[config.mk]
export PLATFORM = sky130hd
export DESIGN_NAME = startup_seq
export DESIGN_NICKNAME = d
export VERILOG_FILES = /design/src/rtl/startup_seq_pkg.sv /design/src/rtl/sync_bit.sv /design/src/rtl/startup_seq.sv
export SDC_FILE = /design/constraint.sdc
export NUM_CORES = 1
export LEC_CHECK = 0
export BUFFER_PORTS_ARGS = -buffer_cell sky130_fd_sc_hd__buf_4
export CAP_MARGIN = 20
export CORE_MARGIN = 1.5
export CORE_UTILIZATION = 55
export DETAILED_ROUTE_END_ITERATION = 12
export HOLD_SLACK_MARGIN = 0.06
export MAX_ROUTING_LAYER = met4
export PLACE_DENSITY_LB_ADDON = 0.15
export SYNTH_ARGS = -nofsm -noshare
export SYNTH_HDL_FRONTEND = slang
export SYNTH_HIERARCHICAL = 1
export SYNTH_SLANG_ARGS = --single-unit
[constraint.sdc]
create_clock -name CLK -period 3.73 [get_ports CLK]
set_input_delay 0.1865 -clock CLK [delete_from_list [all_inputs] [get_ports CLK]]
set_output_delay 0.1865 -clock CLK [all_outputs]
set_load 0.01 [all_outputs]
[src/rtl/startup_seq_pkg.sv]
// Shared types for the startup release sequencer: FSM state encoding and debug STATE width.
package startup_seq_pkg;

  localparam int unsigned STATE_W = 3;

  typedef enum logic [STATE_W-1:0] {
    StWaitEos  = 3'd0,
    StGtsRel   = 3'd1,
    StChRel    = 3'd2,
    StRun      = 3'd3,
    StShutdown = 3'd4,
    StAck      = 3'd5
  } state_e;

endpackage

[src/rtl/sync_bit.sv]
// Multi-flop synchronizer for a single asynchronous level input.
module sync_bit #(
  parameter int unsigned STAGES = 2
) (
  input  logic clk,
  input  logic rst,
  input  logic d,
  output logic q
);

  logic [STAGES-1:0] ff;

  always_ff @(posedge clk or posedge rst) begin
    if (rst) begin
      ff <= '0;
    end else begin
      ff <= {ff[STAGES-2:0], d};
    end
  end

  assign q = ff[STAGES-1];

endmodule

[src/rtl/startup_seq.sv]
// Startup release sequencer: releases GTS then per-channel user resets after EOS.
// Optional PREQ shutdown/acknowledge handshake is built when STARTUP_SEQ_PREQ_EN is defined.
module startup_seq
  import startup_seq_pkg::*;
#(
  parameter int unsigned NUM_CH      = 4,
  parameter int unsigned STAGGER_CYC = 16,
  parameter int unsigned SYNC_STAGES = 2
) (
  input  logic               CLK,
  input  logic               RST,
  input  logic               EOS,
  input  logic               PREQ,
  input  logic               HOLD,
  output logic               GTS,
  output logic               USRDONEO,
  output logic               USRDONETS,
  output logic [NUM_CH-1:0]  CH_RST,
  output logic               PACK,
  output logic               READY,
  output logic [STATE_W-1:0] STATE
);

  localparam int unsigned CNT_W = $clog2(STAGGER_CYC + 1);
  localparam int unsigned IDX_W = $clog2(NUM_CH) + 1;
  localparam logic [CNT_W-1:0]  CNT_LAST = CNT_W'(STAGGER_CYC - 1);
  localparam logic [IDX_W-1:0]  IDX_ALL  = IDX_W'(NUM_CH);
  localparam logic [NUM_CH-1:0] CH_ONE   = NUM_CH'(1);
  localparam logic [NUM_CH-1:0] CH_TOP   = CH_ONE << (NUM_CH - 1);

  state_e             state_q, state_d;
  logic [CNT_W-1:0]   cnt_q, cnt_d;
  logic [IDX_W-1:0]   idx_q, idx_d;
  logic               gts_q, gts_d;
  logic               doneo_q, doneo_d;
  logic               donets_q, donets_d;
  logic [NUM_CH-1:0]  ch_rst_q, ch_rst_d;
  logic               ready_q, ready_d;
  logic               eos_s;
  logic               step_done;
  logic               go_idle;

  sync_bit #(.STAGES(SYNC_STAGES)) u_sync_eos (
    .clk (CLK),
    .rst (RST),
    .d   (EOS),
    .q   (eos_s)
  );

`ifdef STARTUP_SEQ_PREQ_EN
  logic preq_s;
  logic pack_q, pack_d;

  sync_bit #(.STAGES(SYNC_STAGES)) u_sync_preq (
    .clk (CLK),
    .rst (RST),
    .d   (PREQ),
    .q   (preq_s)
  );

  always_ff @(posedge CLK or posedge RST) begin
    if (RST) begin
      pack_q <= 1'b0;
    end else begin
      pack_q <= pack_d;
    end
  end

  assign PACK = pack_q;
`else
  logic unused_preq;
  assign unused_preq = PREQ;
  assign PACK        = 1'b0;
`endif

  assign step_done = (cnt_q == CNT_LAST);

  always_comb begin
    state_d  = state_q;
    cnt_d    = cnt_q;
    idx_d    = idx_q;
    gts_d    = gts_q;
    doneo_d  = doneo_q;
    donets_d = donets_q;
    ch_rst_d = ch_rst_q;
    ready_d  = ready_q;
    go_idle  = 1'b0;
`ifdef STARTUP_SEQ_PREQ_EN
    // PACK is only ever raised in StAck; it drops whenever the request goes away.
    pack_d   = pack_q & preq_s;
`endif
    case (state_q)
      StWaitEos: begin
        if (eos_s && !HOLD) begin
          state_d = StGtsRel;
          gts_d   = 1'b0;
          cnt_d   = '0;
        end
      end
      StGtsRel: begin
        if (!HOLD) begin
          if (step_done) begin
            state_d  = StChRel;
            cnt_d    = '0;
            idx_d    = IDX_W'(1);
            ch_rst_d = ch_rst_q & ~CH_ONE;
          end else begin
            cnt_d = cnt_q + 1'b1;
          end
        end
      end
      StChRel: begin
        // idx_q is the next channel to release; IDX_ALL means all are out.
        if (!HOLD) begin
          if (step_done) begin
            cnt_d = '0;
            if (idx_q == IDX_ALL) begin
              state_d  = StRun;
              ready_d  = 1'b1;
              doneo_d  = 1'b1;
              donets_d = 1'b0;
            end else begin
              ch_rst_d = ch_rst_q & ~(CH_ONE << idx_q);
              idx_d    = idx_q + 1'b1;
            end
          end else begin
            cnt_d = cnt_q + 1'b1;
          end
        end
      end
      StRun: begin
`ifdef STARTUP_SEQ_PREQ_EN
        if (preq_s) begin
          state_d  = StShutdown;
          ready_d  = 1'b0;
          doneo_d  = 1'b0;
          donets_d = 1'b1;
          ch_rst_d = ch_rst_q | CH_TOP;
          idx_d    = IDX_W'(NUM_CH - 1);
          cnt_d    = '0;
        end
`endif
      end
`ifdef STARTUP_SEQ_PREQ_EN
      StShutdown: begin
        // idx_q counts channels still released, highest index reasserted first.
        if (step_done) begin
          cnt_d = '0;
          if (idx_q == '0) begin
            state_d = StAck;
            gts_d   = 1'b1;
            pack_d  = preq_s;
          end else begin
            ch_rst_d = ch_rst_q | (CH_ONE << (idx_q - 1'b1));
            idx_d    = idx_q - 1'b1;
          end
        end else begin
          cnt_d = cnt_q + 1'b1;
        end
      end
      StAck: begin
        pack_d = preq_s;
        if (!preq_s) begin
          go_idle = 1'b1;
        end
      end
`endif
      default: go_idle = 1'b1;
    endcase

    // Loss of EOS outranks HOLD and PREQ; PACK keeps its own handshake.
    if (go_idle || (state_q != StWaitEos && !eos_s)) begin
      state_d  = StWaitEos;
      cnt_d    = '0;
      idx_d    = '0;
      gts_d    = 1'b1;
      doneo_d  = 1'b0;
      donets_d = 1'b1;
      ch_rst_d = '1;
      ready_d  = 1'b0;
    end
  end

  always_ff @(posedge CLK or posedge RST) begin
    if (RST) begin
      state_q  <= StWaitEos;
      cnt_q    <= '0;
      idx_q    <= '0;
      gts_q    <= 1'b1;
      doneo_q  <= 1'b0;
      donets_q <= 1'b1;
      ch_rst_q <= '1;
      ready_q  <= 1'b0;
    end else begin
      state_q  <= state_d;
      cnt_q    <= cnt_d;
      idx_q    <= idx_d;
      gts_q    <= gts_d;
      doneo_q  <= doneo_d;
      donets_q <= donets_d;
      ch_rst_q <= ch_rst_d;
      ready_q  <= ready_d;
    end
  end

  assign GTS       = gts_q;
  assign USRDONEO  = doneo_q;
  assign USRDONETS = donets_q;
  assign CH_RST    = ch_rst_q;
  assign READY     = ready_q;
  assign STATE     = state_q;

endmodule

==> impl_metrics.json, run 1 <==
{
  "status": "finished clean",
  "worstPathArrival_ns": 2.08,
  "synthTopCellsByArea": "dfrtp_1, dfstp_2, ha_1, inv_1, a22o_1",
  "area_growth_pct": 11.8,
  "crit_fanout": 12,
  "cts-htree-levels": 1,
  "wirelength_um": 1980,
  "crit_path_end_kind": "flop",
  "seq_area_frac_synth_pct": 41.2,
  "skew_ns": 0.000390,
  "dieHeight_um": 49.1,
  "path_buf_inv": 1,
  "syn_avg_cell_area_sq_um": 10.3,
  "die-area_sq_um": 2420,
  "final_cell_mix": "dfrtp_1, buf_4, inv_1",
  "synth_top_area_share_pct": 27.8,
  "syn_inst": 114,
  "cts_made_buffers": 3,
  "rsz0062_at_grt": "no",
  "place_congestion": 0.766,
  "min-delay-path-class": "in -> reg",
  "dpl.hpwl_um": 1550,
  "syn_area_sq_um": 1170,
  "via_per_inst": 5.50,
  "yosysTopAreaCell": "dfrtp_1",
  "fin_setup_tns_ns": 0,
  "grt_pass1_vias": 813,
  "cap_violations": 0,
  "die_x_um": 49.1,
  "gr-total-overflow": 0,
  "p_clk_share_pct": 11.3,
  "crit_family": "compound AO/OA/AOI/OAI gates",
  "ant_nets": 0,
  "drt_first_iter_violations": 8,
  "final_cells": 155,
  "clk_pin_slew_worst_paths_ns": 0.10,
  "final-hold-violation-count": 0,
  "placedCellCount": 149,
  "port_buffers": 13,
  "route.detailed.drc": 0,
  "synth.ff_latch_count": 19,
  "vias": 852,
  "antenna_cells": 0,
  "post-route-util_pct": 66.0,
  "p_sw_share_pct": 40.6,
  "firstDrtPassIters": 4,
  "crit_path_start_kind": "flop",
  "setup_violations": 0,
  "io_pins": 17,
  "maxSlewHeadroom_pct": 58.5,
  "initial_core_util_pct": 59.1,
  "clk_latency_ns": 0.29,
  "cts_buffer_depth": 2,
  "grt_start_max_net_pins": 18,
  "design.core.area_sq_um": 1980,
  "seqPwrFrac_pct": 36.3,
  "grt_usage_pct": 19.0,
  "leakage_uw": 0.000643,
  "drv_slew": 0,
  "cts_num_sinks": 19,
  "tightest_slew_ns": 0.622,
  "wl_per_cell_um": 12.8,
  "min_period_over_period_pct": 50.7,
  "path_cells": "inv_1 -> ha_1 -> nor2_1 -> o22ai_2 -> o21ai_0 -> a22o_1",
  "cpMaxStageDelayCell": "dfrtp_1",
  "cts_tree": "built",
  "max_freq_mhz": 529,
  "power_switching_uw": 361,
  "internal_power_uw": 528,
  "min_period_ns": 1.89,
  "antenna_found_initial": 0,
  "power.density_nw_per_um2": 680,
  "max_stage_delay_ns": 0.46,
  "grt_first_pass_wirelength_um": 3450,
  "cp.required_ns": 3.92,
  "peakVddDrop_mv": 0.485,
  "cts_resized": 0,
  "synth_cell_types": 43,
  "synth_warnings": 6,
  "nets": 143,
  "pwr-share-comb_pct": 52.4,
  "drive_above_1_share_pct": 23.4,
  "critical_path_class": "reg -> reg",
  "cts-root-buf": "clkbuf_4",
  "rows": 16,
  "nFillCells": 162
}
-- area by class of cell --
class / count / area, sq um / share of cell area (%)
well taps: 27 / 33.8 / 2.58
inverters: 11 / 41.3 / 3.15
clock buffers: 4 / 26.3 / 2.01
flip-flops and latches: 19 / 483 / 36.9
multi-input cells: 79 / 607 / 46.4
repair buffers: 15 / 118 / 8.99
-- routing by layer --
metal / up-vias / global-route usage, % / share of wire (%)
met5: - / - / 0
met4: 0 / 5.71 / 1.3
met3: 4 / 3.68 / 2.1
met2: 12 / 32.2 / 52
met1: 399 / 22.8 / 45
li1: 437 / - / -
-- cell usage after synthesis, drive strengths merged --
cell	count
a21oi	5
o21ai	6
a22o	4
nor2	4
nor3b	2
nand4b	3
dfrtp	13
o22ai	2
o211ai	1
inv	11
o221ai	1
a31o	2
nand3	3
and2	1
nor2b	1
nor3	2
mux2i	3
o311ai	1
and3	1
dfstp	6
a21o	4
o21bai	1
conb	1
o21a	2
buf	6
or3	2
nand2	7
a32oi	2
o31ai	3
nand3b	2
a21boi	1
ha	9
o22a	1
nand2b	1
-- logic make-up after synthesis --
group	Yosys count	synth area share [%]
compound gates	36	23.4
simple gates	29	15.6
flops	19	41.2
buf+inv	17	7.26
fa+ha+maj	9	9.62
mux	3	2.56
other cells	1	0.320
-- power groups by stage --
stage	registers, uW	clock network (uW)	logic (uW)
after global routing	333	115	517
after global placement	327	0	456
after detailed placement	328	0	467
final	323	100	466
after floorplan	337	0	338
after CTS	325	106	470
-- path summary, 6_finish.rpt --
path                                  start               end  slack (ns)  cells past startpoint
max                                STATE[0]          cnt_q[2]        1.84                      6
min reg2reg                u_sync_eos/ff[0]  u_sync_eos/ff[1]        0.37                      0
min                                    HOLD          cnt_q[1]        0.27                      3
max in group asynchronous               RST             READY        2.81                      3
min in group asynchronous               RST  u_sync_eos/ff[0]        0.29                      3
max reg2reg                        STATE[0]          cnt_q[2]        1.84                      6
-- timing repair --
action / CTS / global route
hold endpoints to repair: 14 / 0
buffers inserted: 0 / 0
setup endpoints to repair: 0 / 0
hold buffers: 2 / 0
-- flip-flops by register name (all words and copies together), names as in the netlist --
name	flops
CH_RST	4
STATE	2
READY	1
USRDONETS	1
cnt_q	5
GTS	1
idx_q	3
u_sync_eos/ff	2
-- worst reg2reg max path, cell delays in order (launching register included) --
cell and delay [ns]:
dfrtp_1 0.46, inv_1 0.13, ha_1 0.43, nor2_1 0.13, o22ai_2 0.25, o21ai_0 0.14, a22o_1 0.25
-- metrics by stage --
stage                     total power [uW]  hold slack, ns  worst slack [ns]  instance area (sq um)
after floorplan                        676         -0.0723              2.07                   1170
after global placement                 783          0.0497              1.88                   1260
after detailed placement               795          0.0568              1.85                   1260
after CTS                              901           0.258              1.82                   1310
after global routing                   965           0.285              1.64                   1310
final                                  890           0.269              1.84                   1310
(Power assumes the default switching activity.)
==> run 2, diff against run 1 <==
==> constraint.sdc (replaced) <==
create_clock -name CLK -period 1.9 [get_ports CLK]
set_input_delay 0.095 -clock CLK [delete_from_list [all_inputs] [get_ports CLK]]
set_output_delay 0.095 -clock CLK [all_outputs]
set_load 0.01 [all_outputs]
==> impl_metrics.json, run 2 (synthesis gave the netlist of run 1 again) <==
{
  "port_buffers": 13,
  "cts_made_buffers": 3,
  "min-delay-path-class": "in -> reg",
  "worstPathArrival_ns": 1.87,
  "min_period_ns": 1.68,
  "nFillCells": 163,
  "dieHeight_um": 49.1,
  "clk_pin_slew_worst_paths_ns": 0.10,
  "drv_slew": 0,
  "status": "finished clean",
  "area_growth_pct": 13.2,
  "largest_reg_flops": 5,
  "route.detailed.drc": 0,
  "initial_core_util_pct": 59.1,
  "placedCellCount": 151,
  "wirelength_met1_um": 985,
  "drive_above_1_share_pct": 25.4,
  "power_uw": 1800,
  "layout_commonest_cell": "buf_4",
  "place_congestion": 0.790,
  "clk_latency_ns": 0.29,
  "wl_met3_um": 40,
  "nets": 145,
  "fin_setup_tns_ns": 0,
  "regArea_sq_um": 483,
  "tightest_slew_ns": 0.663,
  "max_freq_mhz": 597,
  "leakage_uw": 0.000651,
  "maxSlewHeadroom_pct": 55.7,
  "die-area_sq_um": 2420,
  "antenna_cells": 0,
  "io_pins": 17,
  "gr-total-overflow": 0,
  "final_cell_mix": "buf_4, dfrtp_1, inv_1",
  "rsz0062_at_grt": "no",
  "vias": 870,
  "wl_per_cell_um": 13.6,
  "design.core.area_sq_um": 1980,
  "crit_path_start_kind": "flop",
  "grt_usage_pct": 20.3,
  "dpl.hpwl_um": 1590,
  "crit_path_end_kind": "flop",
  "grt_pass1_vias": 868,
  "top_register": "cnt_q",
  "grt_start_max_net_pins": 18,
  "skew_ns": 0.00418,
  "crit_fanout": 12,
  "via_per_inst": 5.54,
  "firstDrtPassIters": 4,
  "top_layer": "met4",
  "grt_first_pass_wirelength_um": 3710,
  "wirelength_um": 2140,
  "critical_path_class": "reg -> reg",
  "final_cells": 157,
  "rows": 16,
  "peakVddDrop_mv": 1.26,
  "ant_nets": 0,
  "cts_num_sinks": 19,
  "antenna_found_initial": 0,
  "setup_violations": 0,
  "drt_first_iter_violations": 5,
  "cap_violations": 0,
  "multi_input_area_sq_um": 609,
  "cts-htree-levels": 1,
  "wl_met2_um": 1100,
  "cts_buffer_depth": 2,
  "die_x_um": 49.1,
  "min_period_over_period_pct": 88.2,
  "cts-root-buf": "clkbuf_4",
  "power.density_nw_per_um2": 1360,
  "final-hold-violation-count": 0,
  "cp.required_ns": 2.09,
  "cts_tree": "built"
}
## run 2: cell types whose count changed in the layout (fill, tap and decap cells not counted), sizes merged
| cell | before | now |
|---|---|---|
| buf | 13 | 15 |
## run 2: final cells by class
type	count	share of cell area, %
Tap cell	27	2.55
Sequential cell	19	36.4
Clock buffer	4	1.98
Timing Repair Buffer	17	10.0
Inverter	11	3.11
Multi-Input combinational cell	79	45.9
## run 2: final timing paths
path	from	endpoint	slack, ns	cells past startpoint
worst max-delay path	STATE[0]	cnt_q[2]	0.22	6
worst min-delay path	HOLD	cnt_q[1]	0.20	3
worst max register to register	STATE[0]	cnt_q[2]	0.22	6
worst min register to register	u_sync_eos/ff[0]	u_sync_eos/ff[1]	0.38	0
max in group asynchronous	RST	READY	1.02	3
min in group asynchronous	RST	u_sync_eos/ff[1]	0.21	3
## run 2: critical path, stage by stage (launching register included)
cell and delay, ns:
dfrtp_1 0.39, inv_1 0.12, ha_2 0.34, nor2_1 0.11
o22ai_2 0.25, o21ai_0 0.13, a22o_1 0.24
## run 2: repair_timing
action                                  4_1_cts  5_1_grt
setup buffers                                 0        0
hold buffers                                  2        0
resized for setup                             0        1
hold endpoints to repair                     14        0
endpoints found under the setup margin        0        2
## run 2: metal layers
| layer | global-route usage (%) | vias to the layer above |
|---|---|---|
| li1 | - | 441 |
| met1 | 23.6 | 417 |
| met2 | 35.4 | 10 |
| met3 | 2.76 | 2 |
| met5 | - | - |
| met4 | 8.10 | 0 |
## run 2: metrics by stage
stage	cell area, sq um	setup slack (ns)	util, %	hold slack (ns)
6_report	1330	0.224	66.9	0.195
5_1_grt	1330	0.0853	66.9	0.219
4_1_cts	1320	0.0944	66.8	0.185
3_5_place_dp	1280	0.131	64.5	-0.0354
3_3_place_gp	1280	0.190	64.5	-0.0417
2_1_floorplan	1170	0.237	-	-0.164
## run 2: power by group
| group | switching (uW) | internal (uW) | total (uW) |
|---|---|---|---|
| Clock | 118 | 81.6 | 199 |
| Sequential | 73.8 | 540 | 613 |
| Combinational | 539 | 452 | 991 |
| Total | 730 | 1070 | 1800 |
